===== config.mk =====
export PLATFORM = sky130hd
export DESIGN_NAME = placar_jogo
export DESIGN_NICKNAME = d
export VERILOG_FILES = /design/src/rtl/placar_jogo.sv
export SDC_FILE = /design/constraint.sdc
export NUM_CORES = 1
export LEC_CHECK = 0
export BUFFER_PORTS_ARGS = -buffer_cell sky130_fd_sc_hd__buf_2
export CAP_MARGIN = 40
export CORE_ASPECT_RATIO = 1.4
export CORE_MARGIN = 2
export CORE_UTILIZATION = 50
export CTS_BUF_LIST = sky130_fd_sc_hd__clkbuf_16
export CTS_CLUSTER_DIAMETER = 50
export DETAILED_ROUTE_END_ITERATION = 10
export PLACE_DENSITY = 0.73
export SLEW_MARGIN = 30
export SYNTH_ARGS = -nofsm -noshare
export SYNTH_HDL_FRONTEND = slang
export SYNTH_SLANG_ARGS = --single-unit

===== constraint.sdc =====
create_clock -name CLOCK_50 -period 6.3 [get_ports CLOCK_50]
set_clock_uncertainty 0.1 [all_clocks]
set_input_delay 0 -clock CLOCK_50 [delete_from_list [all_inputs] [get_ports CLOCK_50]]
set_output_delay 0 -clock CLOCK_50 [all_outputs]
set_load 0.02 [all_outputs]

===== src/rtl/placar_jogo.sv =====
// Score, lives and wave controller: counts enemy deaths as falling edges of the alive array,
// keeps a saturating BCD score, runs the play / wave-clear / game-over FSM and drives the HEX displays.
module placar_jogo #(
  parameter int unsigned N_INIMIGOS         = 20,
  parameter int unsigned N_DIGITOS          = 4,
  parameter int unsigned PONTOS_POR_INIMIGO = 1,
  parameter int unsigned VIDAS_INICIAIS     = 3,
  parameter int unsigned CICLOS_ONDA_LIMPA  = 50_000_000
) (
  input  logic                   CLOCK_50,
  input  logic                   reset,
  input  logic                   pausa,
  input  logic [N_INIMIGOS-1:0]  inimigo_vivo_array,
  input  logic                   nave_atingida,
  output logic                   nova_onda,
  output logic [4*N_DIGITOS-1:0] pontos_bcd,
  output logic [7*N_DIGITOS-1:0] hex,
  output logic [1:0]             vidas,
  output logic [3:0]             onda,
  output logic [1:0]             estado,
  output logic                   perdeu
);

  localparam int unsigned PW = $clog2(N_INIMIGOS * 2 + 1);
  localparam int unsigned TW = (CICLOS_ONDA_LIMPA > 1) ? $clog2(CICLOS_ONDA_LIMPA) : 1;

  typedef enum logic [1:0] {
    JOGANDO    = 2'd0,
    ONDA_LIMPA = 2'd1,
    FIM        = 2'd2
  } estado_t;

  estado_t                estado_q;
  logic [N_INIMIGOS-1:0]  vivo_q;
  logic [PW-1:0]          pendente_q;
  logic [4*N_DIGITOS-1:0] pontos_q;
  logic [7*N_DIGITOS-1:0] hex_q;
  logic [1:0]             vidas_q;
  logic [3:0]             onda_q;
  logic [TW-1:0]          timer_q;
  logic                   armado_q;
  logic                   nova_onda_q;

  logic [N_INIMIGOS-1:0]  mortes;
  logic [PW-1:0]          n_mortes;
  logic [PW-1:0]          pendente_d;
  logic [4*N_DIGITOS-1:0] soma;
  logic [7*N_DIGITOS-1:0] hex_d;

  function automatic logic [6:0] seg7(input logic [3:0] d);
    logic [6:0] s;
    case (d)
      4'd0:    s = 7'h40;
      4'd1:    s = 7'h79;
      4'd2:    s = 7'h24;
      4'd3:    s = 7'h30;
      4'd4:    s = 7'h19;
      4'd5:    s = 7'h12;
      4'd6:    s = 7'h02;
      4'd7:    s = 7'h78;
      4'd8:    s = 7'h00;
      4'd9:    s = 7'h10;
      default: s = 7'h7F;
    endcase
    return s;
  endfunction

  assign mortes = vivo_q & ~inimigo_vivo_array;

  always_comb begin
    n_mortes = '0;
    for (int i = 0; i < int'(N_INIMIGOS); i++) begin
      n_mortes = n_mortes + PW'(mortes[i]);
    end
    pendente_d = pendente_q + n_mortes - PW'(pendente_q != '0);
  end

  // BCD ripple add; a carry out of the top digit pins the score at all nines.
  always_comb begin
    logic [4:0] parcela;
    logic [4:0] dig;
    soma    = '0;
    parcela = 5'(PONTOS_POR_INIMIGO);
    dig     = '0;
    for (int i = 0; i < int'(N_DIGITOS); i++) begin
      dig = {1'b0, pontos_q[4*i +: 4]} + parcela;
      if (dig > 5'd9) begin
        soma[4*i +: 4] = 4'(dig - 5'd10);
        parcela        = 5'd1;
      end else begin
        soma[4*i +: 4] = dig[3:0];
        parcela        = 5'd0;
      end
    end
    if (parcela != 5'd0) begin
      for (int i = 0; i < int'(N_DIGITOS); i++) begin
        soma[4*i +: 4] = 4'd9;
      end
    end
  end

  // Scan from the top digit down; blank until the first non-zero digit, digit 0 always shown.
  always_comb begin
    logic visivel;
    visivel = 1'b0;
    hex_d   = '1;
    for (int i = int'(N_DIGITOS) - 1; i >= 0; i--) begin
      if (pontos_q[4*i +: 4] != 4'd0 || i == 0) begin
        visivel = 1'b1;
      end
      hex_d[7*i +: 7] = visivel ? seg7(pontos_q[4*i +: 4]) : 7'h7F;
    end
  end

  always_ff @(posedge CLOCK_50) begin
    if (reset) begin
      estado_q    <= JOGANDO;
      vivo_q      <= inimigo_vivo_array;
      pendente_q  <= '0;
      pontos_q    <= '0;
      hex_q       <= '1;
      hex_q[6:0]  <= 7'h40;
      vidas_q     <= 2'(VIDAS_INICIAIS);
      onda_q      <= 4'd1;
      timer_q     <= '0;
      armado_q    <= 1'b0;
      nova_onda_q <= 1'b0;
    end else if (pausa) begin
      nova_onda_q <= 1'b0;
    end else begin
      nova_onda_q <= 1'b0;
      vivo_q      <= inimigo_vivo_array;
      pendente_q  <= pendente_d;
      hex_q       <= hex_d;
      if (pendente_q != '0) begin
        pontos_q <= soma;
      end
      case (estado_q)
        JOGANDO: begin
          if (inimigo_vivo_array != '0) begin
            armado_q <= 1'b1;
          end
          if (nave_atingida && vidas_q != 2'd0) begin
            vidas_q <= vidas_q - 2'd1;
          end
          if (nave_atingida && vidas_q <= 2'd1) begin
            estado_q <= FIM;
          end else if (armado_q && inimigo_vivo_array == '0 && pendente_q == '0 &&
                       mortes == '0) begin
            estado_q <= ONDA_LIMPA;
            timer_q  <= TW'(CICLOS_ONDA_LIMPA - 1);
          end
        end
        ONDA_LIMPA: begin
          if (timer_q == '0) begin
            nova_onda_q <= 1'b1;
            onda_q      <= (onda_q == 4'd15) ? 4'd15 : onda_q + 4'd1;
            armado_q    <= 1'b0;
            estado_q    <= JOGANDO;
          end else begin
            timer_q <= timer_q - TW'(1);
          end
        end
        default: estado_q <= FIM;
      endcase
    end
  end

  assign nova_onda  = nova_onda_q;
  assign pontos_bcd = pontos_q;
  assign hex        = hex_q;
  assign vidas      = vidas_q;
  assign onda       = onda_q;
  assign estado     = estado_q;
  assign perdeu     = (estado_q == FIM);

endmodule


[After elaboration in Yosys (flattened, before gate mapping)]
Memories as Yosys holds them, arrays and structs flattened. A register that Yosys moved wholly into a read port is not among the register bits.
Index checks and enable logic that the tools add are counted.
Word-level totals
  bits in read-only memories: 448
  output and inout port bits: 54
  logic and storage cells: 127
  memories kept: 4
  bits of input ports: 24
  bits in registers: 106
Memory list
  (no name shown): words 16, bits a word 7, read ports 1, clocked after Yosys merged registers in 1, wr ports 0, RTL line 52  | case (d)
  (no name shown): words 16, bits a word 7, read ports 1, clocked after Yosys merged registers in 1, wr ports 0, RTL line 52
  (no name shown): words 16, bits a word 7, read ports 1, clocked after Yosys merged registers in 1, wr ports 0, RTL line 52
  (no name shown): words 16, bits a word 7, read ports 1, clocked after Yosys merged registers in 1, wr ports 0, RTL line 52
Operators by class
  reduce and logical (&&, ||, !) cells: 26
  equal/unequal tests: 10
  multiplexer cells: 36
  add/subtract/negate cells: 32
  order comparisons: 5
  bitwise operators: 4
Operators by type and width (number)
  adder 6 x 1 -> 6 bit: 14
  two-way mux 26 bit: 3
  one-hot mux 26 bit (2 select lines): 1
  two-way mux 4 bit: 11
  zero test 20 bit: 2
  two-way mux 20 bit: 2
  zero test 26 bit: 1
  subtractor 26 x 1 -> 26 bit, second input constant: 1
  two-way mux 7 bit: 3
  adder 4 x 1 -> 5 bit: 4
  AND 20 bit: 1
  > comparator 5 x 4 -> 1 bit, second input constant: 4
  NOT 20 bit: 1
  nonzero test 20 bit: 1
  two-way mux 16 bit: 1
  subtractor 4 bit, second input constant: 4
  inequality test 2 bit, second input constant: 6
  nonzero test 4 bit: 3
  two-way mux 1 bit: 10
  AND reduction 3 bit: 3
  adder 5 x 1 -> 6 bit: 1
  adder 6 bit: 1
  zero test 6 bit: 1
  two-way mux 2 bit: 3
  25 further kinds: 31

[Logic depth before layout (Yosys ltp)]
Gate-level depths: netlist of the first run.
  word-level depth: 23
  depth in mapped cells: 34
  mapped depth without buffers: 32

[Worst setup path before layout of the first run]
No wires, ideal clock.
  path kind: register to register
  start: register pontos_q[0], in the netlist pontos_bcd[0]
  end: register (tool-made name)
  path buffers: 2
  data required time: 6.130 ns
  stages on the path, launching flop included: 34
  slack: -0.280 ns
  arrival time: 6.410 ns
  setup time: 0.070 ns
  clock period less this slack: 6.580 ns
  cells stage by stage: dfxtp_1 inv_1 ha_1 inv_1 ha_1 nand2b_1 a21oi_1 o21ai_0 and2_1 inv_1 ha_1 ha_1 clkbuf_1 nor2b_1 nor2_1 o22ai_1 a21oi_1 ha_1 ha_1 clkbuf_1 or2_1 a21oi_1 nor3_1 ha_1 ha_1 nand2b_1 a31oi_1 nor4_4 a311o_1 nor2_1 inv_1 ha_1 mux2_2 a21oi_1
RTL lines
  start, declared: RTL line 36  | logic [4*N_DIGITOS-1:0] pontos_q;
  start signal, assigned: RTL line 136  | pontos_q <= soma;

==> metrics.txt, run 1 <==
status=completed; gr ovfl total=0; met1 demand-to-capacity share in global routing=roughly a quarter; number of sinks driven by the clock tree=about 130; clock latency of the later-clocked register in the worst-skew pair=420 ps; actual transition at the worst max-transition pin=765 ps; average wire length per cell after detail routing=16.6 um; flops & latches, synth=roughly 130; Post-Syn Instances=between 800 and 900; Comb pwr share=between 40% and 50%; netlist area before placement=7550 um2; dominant cell type by area after synthesis=dfxtp_1; Final Net Count=~1000; Hold Path Cell Cnt=5; final hold viol count=0; Via density=just under 6; count of boundary I/O pins=78; Reg2Reg Launch Point=pontos_bcd[0]; Critical Path Most Common Cell=ha_1; number of antenna violations at the first check in global routing=0; number of buffers inserted during clock tree synthesis=17; critical path capture point type=flip-flop; initial core utilization=about 51%; met2 routing resource usage after global routing=a little over two fifths; Finish-stage setup viols=0; worst hold slack across all endpoints=50.9 ps; ANT cells=0; first-pass GRT wire length=just over 30 mm; Max-cap violations=0; number of buffer cells added on primary ports=between 70 and 80; kind of critical path=reg2reg; setup slack on the worst flop-to-flop path=slightly above 400 ps; placeable core region=around 15000 um2; number of global-route vias before repair=around 6400; via total after detailed routing=around 6500; final max-slew violation count=0; number of levels the H-tree was split into=4; count of synthesis-stage warnings from yosys=0; Post-synth top flop=dfxtp_1; reported leakage power=between 3 and 4 nW; Period minus WS final=5890 ps; Post-Syn Area per Cell=9.32 um2; maximum number of pins on one net before global-route repair=67; Syn-to-layout area delta=20.6%; power per cell area=a little under 400 nW/um2; multi-input logic area=4540 um2; layer with the highest usage=met2; post-DP HPWL=between 10 and 15 mm; fraction of post-synthesis cell area in the top cell type by area=roughly 28%; net switching component of the power=approximately 1.3 mW; number of filler cells placed in the layout=between 1000 and 1500; depth of the worst register-to-register path=32; part of the power in registers=~29%; max frequency=between 150 and 200 MHz; worst relative slew slack=between 40% and 50%; antenna-violating nets left=0; worst vdd ir=0.258 mV; post-route fraction of the period consumed by the critical path=between 90 and 100%; Post-route DRC=0; data required time of the worst path=around 6500 ps; Storage cell area=between 2000 and 3000 um2; DRT Pass-1 Iters=5; nature of the critical path startpoint=flip-flop; global routing usage summed across all routing layers=about a quarter; final core utilization=between 60 and 70%; FFs w/ async S/R, synth=0%; number of cell rows=53; cell type of the slowest stage on the worst timing path=ha_1; Total Routed Length=18.6 mm; commonest cells in the synthesized netlist=dfxtp_1, nor2_1, ha_1; Sw Ratio=36.9%; part of the power in the clock network=27.0%; share of cells above drive strength 1=between 20% and 30%; height of the die=~150 um; clock root buffer=clkbuf_16; Synth Net Count=903; worst hold-check path type=in2reg; P_int=between 2 and 2.5 mW; width of the chip=about 110 um; clock tree from TritonCTS=built; Total Die Area=16100 um2; number of distinct library cells after synthesis=88; count of flip-flops with a built-in enable after synthesis=20; Max FO, Critical Path=8; clk slew on worst S/H paths=about 60 ps; critical path launch point=pontos_bcd[0]; maximum single-stage delay on the critical path=approximately 320 ps; largest cells by area after synthesis=dfxtp_1, ha_1, edfxtp_1; drt initial violations=between 300 and 400; Bufs on Longest Clock Path=2; GR Layer Usage met3=slightly below 5%; part of the Yosys area used for sequential elements=roughly 36%; global placement routability congestion=0.862; most common cell in the synthesized netlist=dfxtp_1; worst endpoint data arrival time=around 6100 ps
power by group through the flow:
stage                     Combinational [mW]  Clock, mW  Sequential [mW]
final                                   1.60      0.975             1.03
after global routing                    1.83       1.02             1.04
after CTS                               1.59      0.994             1.03
after detailed placement                1.55          0             1.05
after global placement                  1.52          0             1.05
after floorplan                         1.15          0             1.09
area by class of cell:
type                       instances  share of cell area (%)
tap                              192                    2.64
inverter                          47                    1.94
clock inverter                    13                    1.48
clock buffer                      18                    4.95
sequential                       127                    30.2
multi-input combinational        593                    49.8
timing repair buffer             127                    8.98
critical path: cells and delay by family (launching register included):
kind                       cells  cell delay [ps]
and+or+nand+nor                8             1110
adders and majority gates      9             2110
AOI/OAI and AO/OA              9             1370
DFF                            1              310
buffers and inverters          5              610
xor gates and xnor gates       1              150
layer usage:
layer  vias up  wire [um]
li1       3180          -
met1      3086       7490
met2       190       9550
met3        54        808
met4         0        733
met5         -          0
kinds of logic after synthesis:
kind of cell             count (synthesis)  synth area share, %
flip-flops                             127                 36.3
buffers and inverters                   90                 4.97
multiplexers                            15                 2.02
AO/OA/AOI/OAI                          187                 17.7
XOR/XNOR                                25                 2.90
adder cells (fa/ha/maj)                 69                 13.0
AND/OR/NAND/NOR                        297                 23.0
through the flow:
step	cells	instance area (um2)	setup slack (ps)	power [mW]	setup TNS, ps
3_3_place_gp	1060	8170	263	2.57	0
3_5_place_dp	1062	8200	113	2.60	0
5_1_grt	1117	9100	-1.01	3.90	-1.01
4_1_cts	1114	8990	80.2	3.62	0
2_1_floorplan	810	7560	51.7	2.23	0
6_report	1117	9100	405	3.60	0
how the worst min path moves through the flow:
stage / startpoint / to / slack (ps)
global placement: inimigo_vivo_array[11] / vivo_q[11] / 110
finish: nave_atingida / estado[1] / 50
CTS: nave_atingida / estado[1] / 40
floorplan: inimigo_vivo_array[0] / vivo_q[0] / -1
global route: nave_atingida / estado[1] / 80
detailed placement: inimigo_vivo_array[15] / vivo_q[15] / 110
what timing repair did:
item / CTS / global route
resized for setup: 0 / 18
hold endpoints to repair: 21 / 0
setup endpoints to repair: 0 / 21
setup buffers: 0 / 3
hold buffers: 21 / 0
cells in the final DEF, fill, tap and decap left out, types with 19 or more instances in the layout:
master and count:
inv_1 45, buf_2 77, o22a_1 21, dfxtp_1 105, a21oi_1 46, o21ai_0 19
buf_4 28, nand3_1 26, nor3_1 28, a211oi_1 29, edfxtp_1 20, nand2_1 42
ha_1 50, nor4_1 27, nor2_1 62, dlygate4sd3_1 21
Note: power is estimated with default switching activity, not from simulation.
==> run 2: changes to the inputs <==
Settings changed: CORE_MARGIN 2 to unset.
==> run 2 against run 1 <==
Compared with the run above: combinational power about the same; power down 0.52%; setup slack worse by 110 ps; sequential share of layout area about the same; final area about the same; global-route usage up 0.74 points; cell count about the same; worst hold slack worse by 19 ps; critical path depth down 3; sequential power about the same; largest cell class unchanged; highest routed layer unchanged.
==> metrics.txt, run 2 (same netlist as run 1, synthesis figures left out) <==
cell type of the slowest stage on the worst timing path=dfxtp_4 (was ha_1); average wire length per cell after detail routing=16.4 um (was 16.6 um); top library cells by usage in the layout, fill and taps aside=dfxtp_1, buf_2, nor2_1 (unchanged); post-DP HPWL=12.7 mm (was 13.1 mm); Total Routed Length=18.3 mm (was 18.6 mm); worst endpoint data arrival time=6260 ps (was 6120 ps); height of the die=147 um (was 149 um); number of levels the H-tree was split into=4 (unchanged); number of buffer cells added on primary ports=77 (unchanged); number of antenna violations at the first check in global routing=0 (unchanged); Via density=5.77 (was 5.83); Critical Path Most Common Cell=ha_1 (unchanged); count of boundary I/O pins=78 (unchanged); critical path launch point=pontos_bcd[1] (was pontos_bcd[0]); P_int=2.23 mW (was 2.28 mW); Bufs on Longest Clock Path=2 (unchanged); kind of critical path=reg2reg (unchanged); share of cells above drive strength 1=21.4% (was 21.5%); Sw Ratio=37.8% (was 36.9%); max frequency=167 MHz (was 170 MHz); Syn-to-layout area delta=20.6% (about the same); initial core utilization=51.8% (was 50.6%); worst vdd ir=0.321 mV (was 0.258 mV); global routing usage summed across all routing layers=24.6% (was 23.9%); clock tree from TritonCTS=built (unchanged); power per cell area=394 nW/um2 (was 396 nW/um2); Post-Place Cells=1056 (was 1062); placeable core region=14600 um2 (was 14900 um2); worst hold-check path type=in2reg (unchanged); part of the power in registers=28.8% (was 28.6%); worst relative slew slack=47.7% (was 49.0%); final max-slew violation count=0 (unchanged); net switching component of the power=1.36 mW (was 1.33 mW); final total negative setup slack=0 ps (unchanged); Reg2Reg Launch Point=pontos_bcd[1] (was pontos_bcd[0]); data required time of the worst path=6550 ps (was 6530 ps); antenna-violating nets left=0 (unchanged); Comb pwr share=44.8% (was 44.4%); source of the worst hold timing path=nave_atingida (unchanged); area post-placement=8170 um2 (was 8200 um2); drt initial violations=277 (was 329); DRT Pass-1 Iters=4 (was 5); actual transition at the worst max-transition pin=785 ps (was 765 ps); via total after detailed routing=6443 (was 6510); nature of the critical path startpoint=flip-flop (unchanged); number of sinks driven by the clock tree=127 (unchanged); clock latency of the later-clocked register in the worst-skew pair=420 ps (about the same); part of the power in the clock network=26.4% (was 27.0%); Max FO, Critical Path=8 (unchanged); final setup slack of the worst path=297 ps (was 405 ps); number of global-route vias before repair=6459 (was 6427); global placement routability congestion=0.861 (was 0.862); Post-route DRC=0 (unchanged); critical path capture point type=flip-flop (unchanged); number of cell rows=52 (was 53); final hold viol count=0 (unchanged); dpl ws=-19.7 ps (was 113 ps); Final Net Count=1007 (was 1006); fin cells=1116 (was 1117); maximum single-stage delay on the critical path=380 ps (was 320 ps); first-pass GRT wire length=30.5 mm (was 30.4 mm); leading cell type in the layout, fill and taps excluded=dfxtp_1 (unchanged); clk slew on worst S/H paths=60 ps (about the same); Max-cap violations=0 (unchanged); status=completed (unchanged); gr ovfl total=0 (unchanged); maximum number of pins on one net before global-route repair=67 (unchanged); number of filler cells placed in the layout=1241 (was 1270); width of the chip=106 um (was 108 um); reported leakage power=3.73 nW (was 3.74 nW); Total Die Area=15600 um2 (was 16100 um2); ANT cells=0 (unchanged); Period minus WS final=6000 ps (was 5890 ps); Finish-stage setup viols=0 (unchanged); post-route fraction of the period consumed by the critical path=95.3% (was 93.6%); clock root buffer=clkbuf_16 (unchanged); final design instance area without fill=9100 um2 (about the same); number of buffers inserted during clock tree synthesis=17 (unchanged)
==> run 2: changes by cell type in the layout (fill, tap and decap cells not counted), moves of 2 or more <==
cell and change:
clkinv_4 +4, bufinv_16 -2, inv_1 -2, o21ai_1 +2
o21ai_2 -2
==> run 2: cell type report <==
class / instances / area, um2 / area share [%]
Sequential cell: 127 / 2750 / 30.2
Clock buffer: 19 / 475 / 5.23
Tap cell: 189 / 236 / 2.60
Timing Repair Buffer: 128 / 832 / 9.14
Clock inverter: 13 / 100 / 1.10
Inverter: 47 / 176 / 1.94
Multi-Input combinational cell: 593 / 4530 / 49.8
==> run 2: power by group through the flow <==
| stage | sequential (mW) | combinational [mW] | clock, mW |
|---|---|---|---|
| final | 1.03 | 1.61 | 0.948 |
| after global routing | 1.05 | 1.82 | 0.996 |
| after floorplan | 1.09 | 1.15 | 0 |
| after detailed placement | 1.05 | 1.56 | 0 |
| after CTS | 1.03 | 1.60 | 0.963 |
| after global placement | 1.05 | 1.52 | 0 |
==> run 2: path summary, 6_finish.rpt <==
kind,slack [ps],endpoint,depth (start not counted)
hold reg to reg,330,hex[7],1
setup / recovery,300,flip-flop,29
hold / removal,30,estado[1],5
setup reg to reg,300,flip-flop,29
==> run 2: through the flow <==
| stage | power (mW) | utilization, % | hold WS [ps] |
|---|---|---|---|
| 3_5_place_dp | 2.60 | 56.0 | 112 |
| 6_report | 3.59 | 62.4 | 32.0 |
| 2_1_floorplan | 2.23 | - | -1.13 |
| 4_1_cts | 3.59 | 61.5 | 20.3 |
| 5_1_grt | 3.87 | 62.4 | 84.0 |
| 3_3_place_gp | 2.57 | 55.9 | 111 |
==> run 2: routing by layer <==
layer | track usage (%) | vias up | routed length [um]
li1 | - | 3178 | -
met1 | 27.2 | 3065 | 7630
met3 | 5.32 | 39 | 777
met4 | 9.65 | 0 | 476
met2 | 45.3 | 161 | 9430
met5 | 0 | - | 0
==> run 2: worst max-delay path: cells and delay by family (launching register included) <==
family / cells / cell delay, ps
adder cells (fa/ha/maj): 9 / 2280
buffers and inverters: 5 / 540
flip-flops: 1 / 380
AND/OR/NAND/NOR: 7 / 1330
AO/OA/AOI/OAI: 8 / 1310
==> run 2: repair_timing <==
item                                    in CTS  in global routing
hold endpoints to repair                    23                  0
buffers inserted                             1                  4
resized for setup                            0                 17
endpoints found under the setup margin       2                 22
pin swaps                                    1                  6
hold buffers                                21                  0
